===== config.mk =====
export PLATFORM = sky130hd
export DESIGN_NAME = wb_regs_responder_flat
export DESIGN_NICKNAME = d
export VERILOG_FILES = /design/src/rtl/wb_types_pkg.sv /design/src/rtl/wb_regs_responder_if.sv /design/src/rtl/wb_regs_responder.sv /design/src/flat_wrapper.sv
export SDC_FILE = /design/constraint.sdc
export NUM_CORES = 1
export LEC_CHECK = 0
export CAP_MARGIN = 40
export CORE_ASPECT_RATIO = 1.5
export CORE_UTILIZATION = 50
export CTS_CLUSTER_DIAMETER = 40
export DETAILED_ROUTE_END_ITERATION = 8
export GPL_TIMING_DRIVEN = 1
export HOLD_SLACK_MARGIN = 0.03
export PLACE_DENSITY = 0.86
export SYNTH_ARGS = -nofsm -noshare
export SYNTH_HDL_FRONTEND = slang
export SYNTH_SLANG_ARGS = --single-unit

===== constraint.sdc =====
create_clock -name clk_i -period 3.7 [get_ports clk_i]
set_clock_uncertainty 0.15 [all_clocks]
set_input_delay 0.555 -clock clk_i [delete_from_list [all_inputs] [get_ports clk_i]]
set_output_delay 0.555 -clock clk_i [all_outputs]
set_load 0.02 [all_outputs]

===== src/rtl/wb_types_pkg.sv =====
// rtl/wb_types_pkg.sv - shared address map, bit positions, codes and FSM encoding for wb_regs_responder
package wb_types_pkg;

  // Register address map (low 2 address bits)
  localparam logic [1:0] ADR_CSR  = 2'd0;
  localparam logic [1:0] ADR_DPR  = 2'd1;
  localparam logic [1:0] ADR_CMDR = 2'd2;
  localparam logic [1:0] ADR_FSMR = 2'd3;

  // CSR bit positions
  localparam int CSR_E_BIT  = 7;
  localparam int CSR_IE_BIT = 6;
  localparam int CSR_BB_BIT = 5;

  typedef enum logic [2:0] {
    CMD_WAIT     = 3'd0,
    CMD_WRITE    = 3'd1,
    CMD_READ_ACK = 3'd2,
    CMD_READ_NAK = 3'd3,
    CMD_START    = 3'd4,
    CMD_STOP     = 3'd5,
    CMD_SET_BUS  = 3'd6,
    CMD_ILLEGAL  = 3'd7
  } cmd_code_e;

  typedef enum logic [1:0] {
    RSP_DONE     = 2'd0,
    RSP_NAK      = 2'd1,
    RSP_ARB_LOST = 2'd2,
    RSP_ERR      = 2'd3
  } rsp_code_e;

  typedef enum logic [1:0] {
    ST_DISABLED = 2'd0,
    ST_IDLE     = 2'd1,
    ST_ISSUE    = 2'd2,
    ST_WAIT_RSP = 2'd3
  } fsm_state_e;

  // Completion flags, ordered as they appear in CMDR[7:4]
  typedef struct packed {
    logic don;
    logic nak;
    logic al;
    logic err;
  } status_t;

endpackage


===== src/rtl/wb_regs_responder_if.sv =====
// rtl/wb_regs_responder_if.sv - Wishbone slave bus bundle with master/slave views
interface wb_regs_responder_if #(
  parameter int ADDR_WIDTH = 2,
  parameter int DATA_WIDTH = 8
);
  logic                  cyc_i;
  logic                  stb_i;
  logic                  we_i;
  logic [ADDR_WIDTH-1:0] adr_i;
  logic [DATA_WIDTH-1:0] dat_i;
  logic [DATA_WIDTH-1:0] dat_o;
  logic                  ack_o;

  modport master (
    output cyc_i, stb_i, we_i, adr_i, dat_i,
    input  dat_o, ack_o
  );

  modport slave (
    input  cyc_i, stb_i, we_i, adr_i, dat_i,
    output dat_o, ack_o
  );
endinterface


===== src/rtl/wb_regs_responder.sv =====
// rtl/wb_regs_responder.sv - I2CMB register front end: WB slave, command issue and response capture
module wb_regs_responder
  import wb_types_pkg::*;
#(
  parameter int ADDR_WIDTH = 2,
  parameter int DATA_WIDTH = 8,
  parameter int NUM_BUSES  = 16
) (
  input  logic                      clk_i,
  input  logic                      rst_i,
  wb_regs_responder_if.slave        wb,
  output logic                      irq_o,
  output logic                      cmd_valid_o,
  input  logic                      cmd_ready_i,
  output logic [2:0]                cmd_code_o,
  output logic [7:0]                cmd_data_o,
  input  logic                      rsp_valid_i,
  input  logic [1:0]                rsp_code_i,
  input  logic [7:0]                rsp_data_i,
  input  logic                      bus_busy_i,
  input  logic [3:0]                ctrl_state_i,
  output logic [3:0]                bus_sel_o,
  output logic                      abort_o
);

  if (DATA_WIDTH != 8) begin : g_bad_data_width
    $error("wb_regs_responder: DATA_WIDTH must be 8");
  end
  if (ADDR_WIDTH < 2) begin : g_bad_addr_width
    $error("wb_regs_responder: ADDR_WIDTH must be at least 2");
  end

  localparam logic [8:0] NUM_BUSES_W = 9'(NUM_BUSES);

  logic       ack_q, ack_d;
  logic       csr_e_q, csr_e_d;
  logic       csr_ie_q, csr_ie_d;
  logic [7:0] dpr_q, dpr_d;
  status_t    stat_q, stat_d;
  logic [2:0] last_code_q, last_code_d;
  logic [3:0] bus_sel_q, bus_sel_d;
  logic       irq_q, irq_d;
  logic       abort_q, abort_d;
  fsm_state_e state_q, state_d;
  logic [2:0] cmd_code_q, cmd_code_d;
  logic [7:0] cmd_data_q, cmd_data_d;

  logic       acc, wr_en, rd_en;
  logic       csr_wr, dpr_wr, cmdr_wr, cmdr_rd;
  logic       disable_ev, rsp_take;
  logic [1:0] adr;
  cmd_code_e  wr_code;
  logic [7:0] rd_data;

  // Side effects land on the ack cycle while the master still holds the request
  assign adr        = wb.adr_i[1:0];
  assign acc        = ack_q & wb.cyc_i & wb.stb_i;
  assign wr_en      = acc & wb.we_i;
  assign rd_en      = acc & ~wb.we_i;
  assign csr_wr     = wr_en & (adr == ADR_CSR);
  assign dpr_wr     = wr_en & (adr == ADR_DPR);
  assign cmdr_wr    = wr_en & (adr == ADR_CMDR);
  assign cmdr_rd    = rd_en & (adr == ADR_CMDR);
  assign disable_ev = csr_wr & ~wb.dat_i[CSR_E_BIT] & csr_e_q;
  assign rsp_take   = rsp_valid_i & (state_q == ST_WAIT_RSP) & ~disable_ev;
  assign wr_code    = cmd_code_e'(wb.dat_i[2:0]);

  // Single-cycle ack, never back to back
  always_comb begin
    ack_d = wb.cyc_i & wb.stb_i & ~ack_q;
  end

  // Next-state for registers and command FSM; later assignments take priority
  always_comb begin
    csr_e_d     = csr_e_q;
    csr_ie_d    = csr_ie_q;
    dpr_d       = dpr_q;
    stat_d      = stat_q;
    last_code_d = last_code_q;
    bus_sel_d   = bus_sel_q;
    state_d     = state_q;
    cmd_code_d  = cmd_code_q;
    cmd_data_d  = cmd_data_q;
    abort_d     = 1'b0;
    irq_d       = csr_ie_q & (|stat_q);

    if (cmdr_rd) stat_d = '0;
    if (dpr_wr) dpr_d = wb.dat_i;

    case (state_q)
      ST_ISSUE: if (cmd_ready_i) state_d = ST_WAIT_RSP;
      ST_WAIT_RSP: begin
        if (rsp_take) begin
          state_d = ST_IDLE;
          case (rsp_code_i)
            RSP_DONE: begin
              stat_d.don = 1'b1;
              if (cmd_code_q == CMD_READ_ACK || cmd_code_q == CMD_READ_NAK) dpr_d = rsp_data_i;
            end
            RSP_NAK:      stat_d.nak = 1'b1;
            RSP_ARB_LOST: stat_d.al  = 1'b1;
            default:      stat_d.err = 1'b1;
          endcase
        end
      end
      default: ;
    endcase

    if (cmdr_wr && csr_e_q) begin
      if (state_q == ST_IDLE) begin
        last_code_d = wr_code;
        case (wr_code)
          CMD_SET_BUS: begin
            if (bus_busy_i || ({1'b0, dpr_q} >= NUM_BUSES_W)) begin
              stat_d.err = 1'b1;
            end else begin
              bus_sel_d  = dpr_q[3:0];
              stat_d.don = 1'b1;
            end
          end
          CMD_ILLEGAL: stat_d.err = 1'b1;
          default: begin
            state_d    = ST_ISSUE;
            cmd_code_d = wr_code;
            cmd_data_d = dpr_q;
          end
        endcase
      end else begin
        stat_d.err = 1'b1;
      end
    end

    if (csr_wr) begin
      csr_e_d  = wb.dat_i[CSR_E_BIT];
      csr_ie_d = wb.dat_i[CSR_IE_BIT];
      if (wb.dat_i[CSR_E_BIT] && state_q == ST_DISABLED) state_d = ST_IDLE;
    end

    if (disable_ev) begin
      dpr_d   = '0;
      stat_d  = '0;
      state_d = ST_DISABLED;
      abort_d = 1'b1;
    end
  end

  // Read mux, driven only while acking a read
  always_comb begin
    rd_data = '0;
    case (adr)
      ADR_CSR:  rd_data = {csr_e_q, csr_ie_q, bus_busy_i, 1'b0, bus_sel_q};
      ADR_DPR:  rd_data = dpr_q;
      ADR_CMDR: rd_data = {stat_q, 1'b0, last_code_q};
      default:  rd_data = {2'b00, state_q, ctrl_state_i};
    endcase
  end

  assign wb.dat_o    = rd_en ? rd_data : 8'h00;
  assign wb.ack_o    = ack_q;
  assign irq_o       = irq_q;
  assign abort_o     = abort_q;
  assign bus_sel_o   = bus_sel_q;
  assign cmd_valid_o = (state_q == ST_ISSUE);
  assign cmd_code_o  = cmd_code_q;
  assign cmd_data_o  = cmd_data_q;

  // WB handshake register
  always_ff @(posedge clk_i or negedge rst_i) begin
    if (!rst_i) ack_q <= 1'b0;
    else        ack_q <= ack_d;
  end

  // Register file
  always_ff @(posedge clk_i or negedge rst_i) begin
    if (!rst_i) begin
      csr_e_q     <= 1'b0;
      csr_ie_q    <= 1'b0;
      dpr_q       <= '0;
      stat_q      <= '0;
      last_code_q <= '0;
      bus_sel_q   <= '0;
      irq_q       <= 1'b0;
      abort_q     <= 1'b0;
    end else begin
      csr_e_q     <= csr_e_d;
      csr_ie_q    <= csr_ie_d;
      dpr_q       <= dpr_d;
      stat_q      <= stat_d;
      last_code_q <= last_code_d;
      bus_sel_q   <= bus_sel_d;
      irq_q       <= irq_d;
      abort_q     <= abort_d;
    end
  end

  // Command FSM state and held command payload
  always_ff @(posedge clk_i or negedge rst_i) begin
    if (!rst_i) begin
      state_q    <= ST_DISABLED;
      cmd_code_q <= '0;
      cmd_data_q <= '0;
    end else begin
      state_q    <= state_d;
      cmd_code_q <= cmd_code_d;
      cmd_data_q <= cmd_data_d;
    end
  end

endmodule


===== src/flat_wrapper.sv =====
// flat-port wrapper written by rule: the top's interface ports become plain ports
module wb_regs_responder_flat import wb_types_pkg::*;
#(
  parameter int ADDR_WIDTH = 2,
  parameter int DATA_WIDTH = 8,
  parameter int NUM_BUSES  = 16
)
  (clk_i, rst_i, irq_o, cmd_valid_o, cmd_ready_i, cmd_code_o, cmd_data_o, rsp_valid_i, rsp_code_i, rsp_data_i, bus_busy_i, ctrl_state_i, bus_sel_o, abort_o, wb_cyc_i, wb_stb_i, wb_we_i, wb_adr_i, wb_dat_i, wb_dat_o, wb_ack_o);
  wb_regs_responder_if #(.ADDR_WIDTH(ADDR_WIDTH), .DATA_WIDTH(DATA_WIDTH)) wb_i ();
  input  logic clk_i;
  input  logic rst_i;
  output logic irq_o;
  output logic cmd_valid_o;
  input  logic cmd_ready_i;
  output logic [2:0] cmd_code_o;
  output logic [7:0] cmd_data_o;
  input  logic rsp_valid_i;
  input  logic [1:0] rsp_code_i;
  input  logic [7:0] rsp_data_i;
  input  logic bus_busy_i;
  input  logic [3:0] ctrl_state_i;
  output logic [3:0] bus_sel_o;
  output logic abort_o;
  input wire logic [$bits(wb_i.cyc_i)-1:0] wb_cyc_i;
  input wire logic [$bits(wb_i.stb_i)-1:0] wb_stb_i;
  input wire logic [$bits(wb_i.we_i)-1:0] wb_we_i;
  input wire logic [$bits(wb_i.adr_i)-1:0] wb_adr_i;
  input wire logic [$bits(wb_i.dat_i)-1:0] wb_dat_i;
  output wire logic [$bits(wb_i.dat_o)-1:0] wb_dat_o;
  output wire logic [$bits(wb_i.ack_o)-1:0] wb_ack_o;
  assign wb_i.cyc_i = wb_cyc_i;
  assign wb_i.stb_i = wb_stb_i;
  assign wb_i.we_i = wb_we_i;
  assign wb_i.adr_i = wb_adr_i;
  assign wb_i.dat_i = wb_dat_i;
  assign wb_dat_o = wb_i.dat_o;
  assign wb_ack_o = wb_i.ack_o;
  wb_regs_responder #(.ADDR_WIDTH(ADDR_WIDTH), .DATA_WIDTH(DATA_WIDTH), .NUM_BUSES(NUM_BUSES)) u_core (.clk_i(clk_i), .rst_i(rst_i), .wb(wb_i), .irq_o(irq_o), .cmd_valid_o(cmd_valid_o), .cmd_ready_i(cmd_ready_i), .cmd_code_o(cmd_code_o), .cmd_data_o(cmd_data_o), .rsp_valid_i(rsp_valid_i), .rsp_code_i(rsp_code_i), .rsp_data_i(rsp_data_i), .bus_busy_i(bus_busy_i), .ctrl_state_i(ctrl_state_i), .bus_sel_o(bus_sel_o), .abort_o(abort_o));
endmodule

==> reports/qor.txt <==
Final ANT Viol Nets: 0
Area delta synth->final: 37.62%
Worst-path clk slew: 0.07 ns
LEAKAGE: 1.094 nW
Filler cells: 287
CP max FO: 11
DR pass1 iterations: 4
CTS Buffer Depth: 2
Synth Register Bits: 37
Sequential area share after synthesis: 0.4901
DP HPWL: 3.802 mm
Fin nets: 246
Cts hold-fix bufs: 0
Crit path arrival time: 2.67 ns
First DRT Iteration DRCs: 54
Largest net degree at the start of global routing: 38
Worst Setup End Kind: primary output
MaxCap Viol Count: 0
Clock Sinks: 37
GPL Wtd Cong: 0.8337
Hold Vio Cnt, Final: 0
Setup TNS: 0 ns
Final setup viols: 0
Starting Density: 0.5178
Asr flop ratio synth: 1.000
Post-CTS setup buffer count: 0
Final worst-path cycle share: 0.9132
Gate power share: 0.125
Switching Fraction: 0.2560
Crit-path max cell delay: 0.85 ns
CTS tree: yes
# port buffers: 58
Clock power frac: 0.337
Maximum vdd drop: 0.0002985 V
CP Cell Sequence: clkdlybuf4s50_1, mux4_2, nor2b_1, clkdlybuf4s50_1
DRC violations left: 0
Switch Pwr: 0.0002084 W
Most used DFF post-synth: dfrtp_1
Internal Power: 0.0006057 W
CP startpoint kind: input pin
Core area: 3649 sq um
Slew margin rel.: 0.5140
Pwr per Cell Area: 313.1 nW/um^2
Worst min path class: reg -> reg
Die H: 77.29 um
DR top layer: met4
Syn_nets: 183
Count of cell types in the netlist: 39
Drt total wl: 5.117 mm
Status: complete, no violations
Number of global-route vias before repair: 1669
Critical path's slowest cell: clkdlybuf4s50_1
Finished Cell Area: 2600 sq um
Worst path bufs/invs: 2
Die X: 52.19 um
Footprint of the multi-input gates: 919.6 sq um
CP Class: in -> out
Placed standard-cell area: 2514 sq um
Met3 wire length: 270 um
Overall Global Routing Usage: 0.2856
Yosys synthesis warning count: 0
CTS root buffer: clkbuf_8
Gr ovfl total: 0
Die footprint: 4034 sq um
Row count: 27
Antenna violations before repair: 0
Worst Hold Path Cells: 1
Worst-Margin Slew: 0.7224 ns
Vias after detailed routing: 1554
N_diodes: 0
First-pass GRT wire length: 8.162 mm
Cell Area, Synth: 1889 sq um
Met2 WL: 2.784 mm
Period minus WS final: 3.379 ns
FF/Latch Area: 925.9 sq um
Layout cells sized above 1: 0.1814
Syn Inst Count: 151
Worst path depth: 4
Worst R2R Path Depth: 4
EDFF count, synth: 0
Syn avg cell area: 12.51 sq um
H-tree Lvls: 2
DRT met1 WL: 1.929 mm
Max Fclk: 296.0 MHz
Final Max Tran Viols: 0
TritonCTS Buffers: 5
Critical Path RT: 2.99 ns
I/O Pins: 59
WL/cell: 19.83 um
CP most frequent cell: clkdlybuf4s50_1
RSZ-0062 raised after global routing: no
Vias per cell: 6.023
Most frequent cells in the layout: 58 x clkdlybuf4s50_1, 37 x dfrtp_1, 14 x nor2_1
Post-CTS sizing: 0
Clock latency on the worst-skew pair: 0.29 ns
Sequential Power Share: 0.539
Most common cell after layout, fill and taps aside: clkdlybuf4s50_1
Delay-heaviest family, CP: buffers and inverters
-- routing by layer --
metal,global-route usage,vias up
met5,0,-
met1,0.3307,786
met4,0.1421,0
met2,0.4872,67
met3,0.05159,11
li1,-,690
-- registers in the layout (all words and copies together) (netlist names) --
register	cells
u_core.abort_o	1
u_core.dpr_q	8
u_core.wb.ack_o	1
u_core.bus_sel_o	4
u_core.cmd_code_o	3
u_core.csr_ie_q	1
u_core.state_q	2
u_core.cmd_data_o	8
u_core.irq_o	1
u_core.stat_q	4
u_core.csr_e_q	1
u_core.last_code_q	3
-- cell type report --
class                   instances  share of cell area
clock inverters                 3            0.006737
clock buffers                   5             0.02647
flip-flops and latches         37              0.3561
well taps                      43             0.02069
repair buffers                 62              0.2348
multi-input cells             107              0.3537
inverters                       1            0.001444
-- final timing paths --
path,to,from,slack (ns)
min reg2reg,u_core.cmd_code_o[2],u_core.cmd_code_o[2],0.36
min in group asynchronous,u_core.cmd_data_o[5],rst_i,0.54
max reg2reg,u_core.cmd_data_o[0],u_core.wb.ack_o,1.54
min,u_core.cmd_code_o[2],u_core.cmd_code_o[2],0.36
max in group asynchronous,u_core.cmd_data_o[3],rst_i,2.53
max,wb_dat_o[5],wb_adr_i[0],0.32
-- Yosys cell counts, types with 2 or more instances --
| master | n | area (sq um) |
|---|---|---|
| buf_2 | 2 | 10.01 |
| buf_6 | 2 | 22.52 |
| a21oi_1 | 6 | 30.03 |
| nor2b_1 | 7 | 43.79 |
| nand2_1 | 6 | 22.52 |
| nor2_1 | 14 | 52.55 |
| nor4_1 | 2 | 12.51 |
| nand2b_1 | 3 | 18.77 |
| clkbuf_1 | 2 | 7.510 |
| a2bb2oi_1 | 2 | 17.52 |
| dfrtp_1 | 37 | 925.9 |
| mux2_4 | 8 | 120.1 |
| o2bb2ai_1 | 8 | 70.07 |
| mux2_2 | 11 | 123.9 |
| o22a_1 | 2 | 17.52 |
| mux4_2 | 4 | 90.09 |
| nand3b_1 | 2 | 15.01 |
| mux2i_1 | 10 | 100.1 |
| nor2_4 | 2 | 22.52 |
| nand4b_1 | 2 | 17.52 |
-- cell families (layout without fill, tap and decap cells) --
kind of cell | count (synthesis) | after routing | share of synthesized area
and+or+nand+nor | 47 | 47 | 0.1470
buffers and inverters | 7 | 71 | 0.02318
DFF | 37 | 37 | 0.4901
AOI/OAI and AO/OA | 27 | 27 | 0.1099
muxes | 33 | 33 | 0.2298
-- power by group through the flow --
| stage | Combinational [W] | Clock (W) | Sequential, W |
|---|---|---|---|
| after floorplan | 0.0000396 | 0 | 0.000440 |
| after global placement | 0.0000952 | 0 | 0.000445 |
| after detailed placement | 0.000100 | 0 | 0.000446 |
| after CTS | 0.000101 | 0.000280 | 0.000438 |
| after global routing | 0.000110 | 0.000294 | 0.000440 |
| final | 0.000102 | 0.000274 | 0.000439 |
-- metrics by stage --
stage                     instances  hold WS (ns)   power, W  setup slack (ns)    util
after floorplan                 151        0.1094  0.0004796             1.533       -
after global placement          250        0.3340  0.0005403            0.3517  0.6890
after detailed placement        250        0.3424  0.0005463            0.3105  0.6890
after CTS                       258        0.3598  0.0008192            0.2991  0.7126
after global routing            258        0.3703  0.0008443            0.1676  0.7126
final                           258        0.3584  0.0008142            0.3212  0.7126
-- worst register-to-register path: stages (launching register included) --
cell and delay [ns]:
dfrtp_1 0.41, nand4_2 0.20, or3_1 0.49, nor2_4 0.40, mux2_2 0.39
(Power assumes the default switching activity.)
